==> src/rtl/fetch_queue_pkg.sv <==
// Shared types for the instruction-fetch front end: FSM state, word width and FIFO entry.
// Imported by fetch_fifo and fetch_queue.
package fetch_queue_pkg;

    localparam int unsigned XLEN = 32;

    typedef enum logic [1:0] {
        StIdle,
        StWait,
        StDrop
    } fq_state_e;

    typedef struct packed {
        logic [XLEN-1:0] ir;
        logic [XLEN-1:0] npc;
    } fq_entry_t;

endpackage

==> src/rtl/fetch_fifo.sv <==
// Prefetch FIFO holding {instruction, next-PC} entries; head is read combinationally from storage.
// Clear empties the queue in one cycle and takes priority over push and pop.
module fetch_fifo
    import fetch_queue_pkg::*;
#(
    parameter int unsigned DEPTH = 4
) (
    input  logic                     clk,
    input  logic                     rst_n,
    input  logic                     push_i,
    input  fq_entry_t                push_data_i,
    input  logic                     pop_i,
    input  logic                     clear_i,
    output logic [$clog2(DEPTH):0]   count_o,
    output fq_entry_t                head_o
);

    localparam int unsigned PtrW = $clog2(DEPTH);

    logic [PtrW-1:0] wr_ptr_q, wr_ptr_d;
    logic [PtrW-1:0] rd_ptr_q, rd_ptr_d;
    logic [PtrW:0]   count_q, count_d;
    fq_entry_t       mem_q [DEPTH];

    always_comb begin
        wr_ptr_d = wr_ptr_q;
        rd_ptr_d = rd_ptr_q;
        count_d  = count_q;
        if (clear_i) begin
            wr_ptr_d = '0;
            rd_ptr_d = '0;
            count_d  = '0;
        end else begin
            if (push_i) wr_ptr_d = wr_ptr_q + 1'b1;
            if (pop_i)  rd_ptr_d = rd_ptr_q + 1'b1;
            unique case ({push_i, pop_i})
                2'b10:   count_d = count_q + 1'b1;
                2'b01:   count_d = count_q - 1'b1;
                default: count_d = count_q;
            endcase
        end
    end

    always_ff @(posedge clk or negedge rst_n) begin
        if (!rst_n) begin
            wr_ptr_q <= '0;
            rd_ptr_q <= '0;
            count_q  <= '0;
            for (int i = 0; i < int'(DEPTH); i++) begin
                mem_q[i] <= '0;
            end
        end else begin
            wr_ptr_q <= wr_ptr_d;
            rd_ptr_q <= rd_ptr_d;
            count_q  <= count_d;
            if (push_i && !clear_i) begin
                mem_q[wr_ptr_q] <= push_data_i;
            end
        end
    end

    assign count_o = count_q;
    assign head_o  = mem_q[rd_ptr_q];

endmodule

==> src/rtl/fetch_queue.sv <==
// Fetch front end: owns the fetch PC, issues one memory request at a time and buffers results.
// Optional perf counters (flush_cnt_o, drop_cnt_o) are built when FETCH_QUEUE_PERF_EN is defined.
module fetch_queue
    import fetch_queue_pkg::*;
#(
    parameter int unsigned     DEPTH    = 4,
    parameter logic [XLEN-1:0] RESET_PC = 32'h0000_0000,
    parameter logic [XLEN-1:0] PC_STEP  = 32'd4
) (
    input  logic                   clk,
    input  logic                   rst_n,
    output logic                   mem_req_o,
    output logic [XLEN-1:0]        mem_addr_o,
    input  logic                   mem_ack_i,
    input  logic [XLEN-1:0]        mem_rdata_i,
    input  logic                   redirect_valid_i,
    input  logic [XLEN-1:0]        redirect_pc_i,
    output logic                   id_valid_o,
    input  logic                   id_ready_i,
    output logic [XLEN-1:0]        id_ir_o,
    output logic [XLEN-1:0]        id_npc_o,
`ifdef FETCH_QUEUE_PERF_EN
    output logic [15:0]            flush_cnt_o,
    output logic [15:0]            drop_cnt_o,
`endif
    output logic [$clog2(DEPTH):0] fq_count_o
);

    localparam int unsigned CntW = $clog2(DEPTH) + 1;

    fq_state_e       state_q, state_d;
    logic [XLEN-1:0] pc_q, pc_d;
    logic [XLEN-1:0] drop_addr_q, drop_addr_d;

    logic [CntW-1:0] count;
    logic            full;
    logic            xfer;
    logic            push;
    logic            pop;
    logic            discard;
    fq_entry_t       push_data;
    fq_entry_t       head;

    assign full = (count == CntW'(DEPTH));

    // rst_n gates issue so mem_req is low while reset is held, yet the first
    // request still goes out in the cycle reset is released.
    always_comb begin
        mem_req_o = 1'b0;
        unique case (state_q)
            StIdle:         mem_req_o = rst_n && !full && !redirect_valid_i;
            StWait, StDrop: mem_req_o = 1'b1;
            default:        mem_req_o = 1'b0;
        endcase
    end

    assign mem_addr_o = (state_q == StDrop) ? drop_addr_q : pc_q;
    assign xfer       = mem_req_o && mem_ack_i;

    always_comb begin
        state_d     = state_q;
        pc_d        = pc_q;
        drop_addr_d = drop_addr_q;
        push        = 1'b0;
        discard     = 1'b0;
        unique case (state_q)
            StIdle: begin
                if (redirect_valid_i) begin
                    pc_d = redirect_pc_i;
                end else if (xfer) begin
                    push = 1'b1;
                    pc_d = pc_q + PC_STEP;
                end else if (mem_req_o) begin
                    state_d = StWait;
                end
            end
            StWait: begin
                if (redirect_valid_i) begin
                    pc_d = redirect_pc_i;
                    if (mem_ack_i) begin
                        discard = 1'b1;
                        state_d = StIdle;
                    end else begin
                        // Keep the in-flight address on the bus until memory answers.
                        drop_addr_d = pc_q;
                        state_d     = StDrop;
                    end
                end else if (mem_ack_i) begin
                    push    = 1'b1;
                    pc_d    = pc_q + PC_STEP;
                    state_d = StIdle;
                end
            end
            StDrop: begin
                if (redirect_valid_i) begin
                    pc_d = redirect_pc_i;
                end
                if (mem_ack_i) begin
                    discard = 1'b1;
                    state_d = StIdle;
                end
            end
            default: state_d = StIdle;
        endcase
    end

    always_ff @(posedge clk or negedge rst_n) begin
        if (!rst_n) begin
            state_q     <= StIdle;
            pc_q        <= RESET_PC;
            drop_addr_q <= RESET_PC;
        end else begin
            state_q     <= state_d;
            pc_q        <= pc_d;
            drop_addr_q <= drop_addr_d;
        end
    end

    assign push_data.ir  = mem_rdata_i;
    assign push_data.npc = pc_q + PC_STEP;
    assign pop           = id_valid_o && id_ready_i && !redirect_valid_i;

    fetch_fifo #(
        .DEPTH (DEPTH)
    ) u_fifo (
        .clk         (clk),
        .rst_n       (rst_n),
        .push_i      (push),
        .push_data_i (push_data),
        .pop_i       (pop),
        .clear_i     (redirect_valid_i),
        .count_o     (count),
        .head_o      (head)
    );

    assign id_valid_o = (count != '0);
    assign id_ir_o    = head.ir;
    assign id_npc_o   = head.npc;
    assign fq_count_o = count;

`ifdef FETCH_QUEUE_PERF_EN
    logic [15:0] flush_cnt_q, drop_cnt_q;

    always_ff @(posedge clk or negedge rst_n) begin
        if (!rst_n) begin
            flush_cnt_q <= '0;
            drop_cnt_q  <= '0;
        end else begin
            if (redirect_valid_i && flush_cnt_q != 16'hFFFF) flush_cnt_q <= flush_cnt_q + 1'b1;
            if (discard && drop_cnt_q != 16'hFFFF)           drop_cnt_q  <= drop_cnt_q + 1'b1;
        end
    end

    assign flush_cnt_o = flush_cnt_q;
    assign drop_cnt_o  = drop_cnt_q;
`else
    // Perf counters are not built in this configuration.
`endif

endmodule

==> config.mk <==
export PLATFORM = sky130hd
export DESIGN_NAME = fetch_queue
export DESIGN_NICKNAME = d
export VERILOG_FILES = /design/src/rtl/fetch_queue_pkg.sv /design/src/rtl/fetch_fifo.sv /design/src/rtl/fetch_queue.sv
export SDC_FILE = /design/constraint.sdc
export NUM_CORES = 1
export LEC_CHECK = 0
export CORE_MARGIN = 2
export CORE_UTILIZATION = 42
export CTS_CLUSTER_SIZE = 25
export DETAILED_ROUTE_END_ITERATION = 8
export GPL_ROUTABILITY_DRIVEN = 0
export MAX_ROUTING_LAYER = met4
export PLACE_DENSITY_LB_ADDON = 0.08
export SLEW_MARGIN = 20
export SYNTH_ARGS = -nofsm -noshare
export SYNTH_HDL_FRONTEND = slang
export SYNTH_HIERARCHICAL = 1
export SYNTH_SLANG_ARGS = --single-unit
export TNS_END_PERCENT = 1
==> constraint.sdc <==
create_clock -name clk -period 7.5 [get_ports clk]
set_clock_uncertainty 0.15 [all_clocks]
set_input_delay 0.75 -clock clk [delete_from_list [all_inputs] [get_ports clk]]
set_output_delay 0.75 -clock clk [all_outputs]
set_load 0.1 [all_outputs]
==> reports/qor.csv <==
stage,metric,value,unit
status,status,"complete, no violations",
floorplanning,die height,203,µm
yosys,fraction of synthesized area in multiplexers,0.358,
yosys,cell area after synthesis,16600,µm²
routing,DRT iter0 DRCs,402,
timing,slew margin rel.,0.266,
setup_path,Worst Setup Path Type,reg -> out,
routing,Vias,9364,
cells_and_area,Nets,1300,
clock_tree,Root Driver,clkbuf_16,
timing,fmax,0.212,GHz
floorplanning,initial core utilization,0.427,
yosys,top_reg_cell synth,dfrtp_1,
grt,initial antenna violation count,0,
yosys,"count leader, synth",dfrtp_1,
setup_path,"Max FO, Critical Path",41,
floorplanning,die width,203,µm
yosys,yosys warns,6,
cells_and_area,Syn-to-layout area delta,19.6,%
clock_tree,CTS Buf Count,38,
place,post-detail-place hpwl,22.7,mm
setup_path,Setup crit end kind,primary output,
setup_path,slowest cell on the critical path,dfrtp_4,
yosys,top post-synthesis cells by count,"dfrtp_1, mux2_4, mux2_2",
setup_path,WP buf/inv,2,
place,Port-buffer cells,169,
timing,Max Slew Vio Count,0,
timing,Final Hold Viols,0,
timing,final setup vio count,0,
clock_tree,CTS tree,built,
yosys,Synth Area in Simple Gates,0.0487,
floorplanning,std cell rows,72,
yosys,synth top area cells,"dfrtp_1, mux2_4, mux4_2",
floorplanning,io pins,170,
flow_run,Max Cap Violations,0,
yosys,"flops & latches, synth",329,
yosys,Compound-Gate Fraction of Synth Area,0.0368,
cells_and_area,n_diodes,0,
floorplanning,die area,41000,µm²
yosys,fraction of registers with async set or reset after synthesis,1.00,
grt,first-pass GRT wire length,59.9,mm
clock_tree,clk buf depth,3,
floorplanning,core area,38800,µm²
setup_path,Startpoint Class,register,
grt,total global routing track utilization,0.192,
yosys,largest family of logic cells by synthesized area,multiplexers,
yosys,Synth Instances,1077,
worst_hold_path,Hold Crit Class,in -> async,
clock_tree,clk_lat worst skew,530,ps
clock_tree,total clock sinks,329,
routing,drt drc,0,
setup_path,Critical Path RT,6600,ps
setup_path,CP peak stage delay,1000,ps
cells_and_area,# fillers,3300,
clock_tree,Hold Buf Count CTS,0,
yosys,xor/xnor share of the synthesized area,0.0174,
grt,largest net degree at the start of global routing,76,
yosys,Yosys top cell by area,dfrtp_1,
timing,RSZ-0062 raised after global routing,no,
setup_path,cell breakdown of the critical path,buf_4 -> mux4_2 -> clkdlybuf4s50_1,
clock_tree,post-CTS sizing,0,
routing,drt first pass iters,4,
timing,hold_ws,43.8,ps
yosys,top cell type's share of synthesized area,0.497,
timing,final worst path period share,0.628,
routing,DR vias/cell,5.31,
clock_tree,CTS H-tree depth,2,
yosys,adder-cell area share of the yosys netlist,0.00876,
yosys,syn avg cell area,15.4,µm²
grt,vias in the first global route,10100,
yosys,Syn Nets,1157,
cells_and_area,layout cells sized above 1,0.376,
yosys,"EDFF count, synth",0,
setup_path,crit path DAT,3810,ps
timing,Period minus WS final,4710,ps
yosys,register area share after synthesis,0.497,
routing,Avg WL per Cell,21.4,µm
setup_path,cell family with most CP delay,buffers and inverters,
grt,grt total ovfl,0,
yosys,"Distinct cells, synth",55,
clock_tree,setup bufs post-CTS,0,
timing,setup_tns,0,ps
timing,Slew @ Worst Pin,1100,ps
routing,"antenna viol nets, final",0,
clock_tree,Worst-path clk slew,60,ps
routing,Routed WL,37.7,mm
path summary, 6_finish.rpt:
path | start | to | slack [ps] | cells past startpoint
min in group clk | drop_addr_q[2] | drop_addr_q[2] | 340 | 2
worst max-delay path | u_fifo/rd_ptr_q[0] | id_npc_o[30] | 2790 | 3
worst min-delay path | rst_n | u_fifo/mem_q[229] | 40 | 1
worst max register to register | state_q[1] | u_fifo/mem_q[55] | 3200 | 11
worst min register to register | drop_addr_q[2] | drop_addr_q[2] | 340 | 2
max in group asynchronous | rst_n | u_fifo/mem_q[110] | 4370 | 4
through the flow:
step	setup slack (ps)	area, µm²	instances	util
after floorplan	3300	16600	1077	-
after global placement	2710	18500	1697	0.476
after detailed placement	2550	18500	1697	0.476
after CTS	2620	19800	1763	0.510
after global routing	2520	19800	1764	0.510
final	2790	19800	1764	0.510
cells by family (layout without fill, tap and decap cells):
group / Yosys count / in the layout
muxes: 383 / 383
and+or+nand+nor: 140 / 140
adders and majority gates: 11 / 11
AOI/OAI and AO/OA: 94 / 94
xor gates and xnor gates: 33 / 33
DFF: 329 / 329
buffers and inverters: 87 / 256
state kept, by name (all words and copies together), names as in the netlist:
| register | flops |
|---|---|
| state_q | 2 |
| u_fifo/mem_q | 256 |
| u_fifo/count_o | 3 |
| u_fifo/rd_ptr_q | 2 |
| pc_q | 32 |
| drop_addr_q | 32 |
| u_fifo/wr_ptr_q | 2 |
worst reg2reg max path, cell delays in order (launching register included):
cell and delay (ps):
dfrtp_1 490, inv_1 130, ha_1 360, or4b_1 180, and2_0 130, o21ai_0 140
inv_1 110, a21oi_1 70, nor3b_1 760, nor2b_4 580, nand2_8 560, mux2_4 520
cells in the final DEF (no fill, tap or decap), drive strengths merged, types with 3 or more instances in the layout:
cell           instances
dfrtp                329
o22ai                 17
xor2                   9
and3                   6
nor2b                  6
a2bb2oi                9
nand3                 15
xnor2                 24
o2bb2a                 6
clkinv                11
inv                    9
a22oi                  4
nor2                  27
clkdlybuf4s50        168
a21oi                 24
mux2                 314
and2                   3
nor3                   5
nand2                 42
mux4                  64
nor3b                  5
buf                   12
nor4                   6
o2bb2ai                3
o21ai                 20
bufinv                 5
or2                    3
mux2i                  5
and4                   4
nand4                 11
clkbuf                50
ha                    10
routing by layer:
| layer | GRT usage | share of wire | routed length (µm) | up-vias |
|---|---|---|---|---|
| li1 | - | - | - | 4251 |
| met1 | 0.273 | 0.49 | 18400 | 4876 |
| met2 | 0.293 | 0.45 | 17100 | 185 |
| met3 | 0.0311 | 0.042 | 1580 | 52 |
| met4 | 0.0399 | 0.017 | 626 | 0 |
| met5 | - | 0 | 0 | - |
layout make-up:
cell class	count	area (µm²)	share of cell area
Clock buffer	50	1090	0.0550
Clock inverter	16	208	0.0105
Inverter	10	37.5	0.00189
Multi-Input combinational cell	661	7790	0.393
Sequential cell	329	8240	0.416
Tap cell	518	648	0.0327
Timing Repair Buffer	180	1800	0.0908
Power is not shown: default switching activity piles up to over one toggle a cycle in this logic, so the estimate is an artifact.
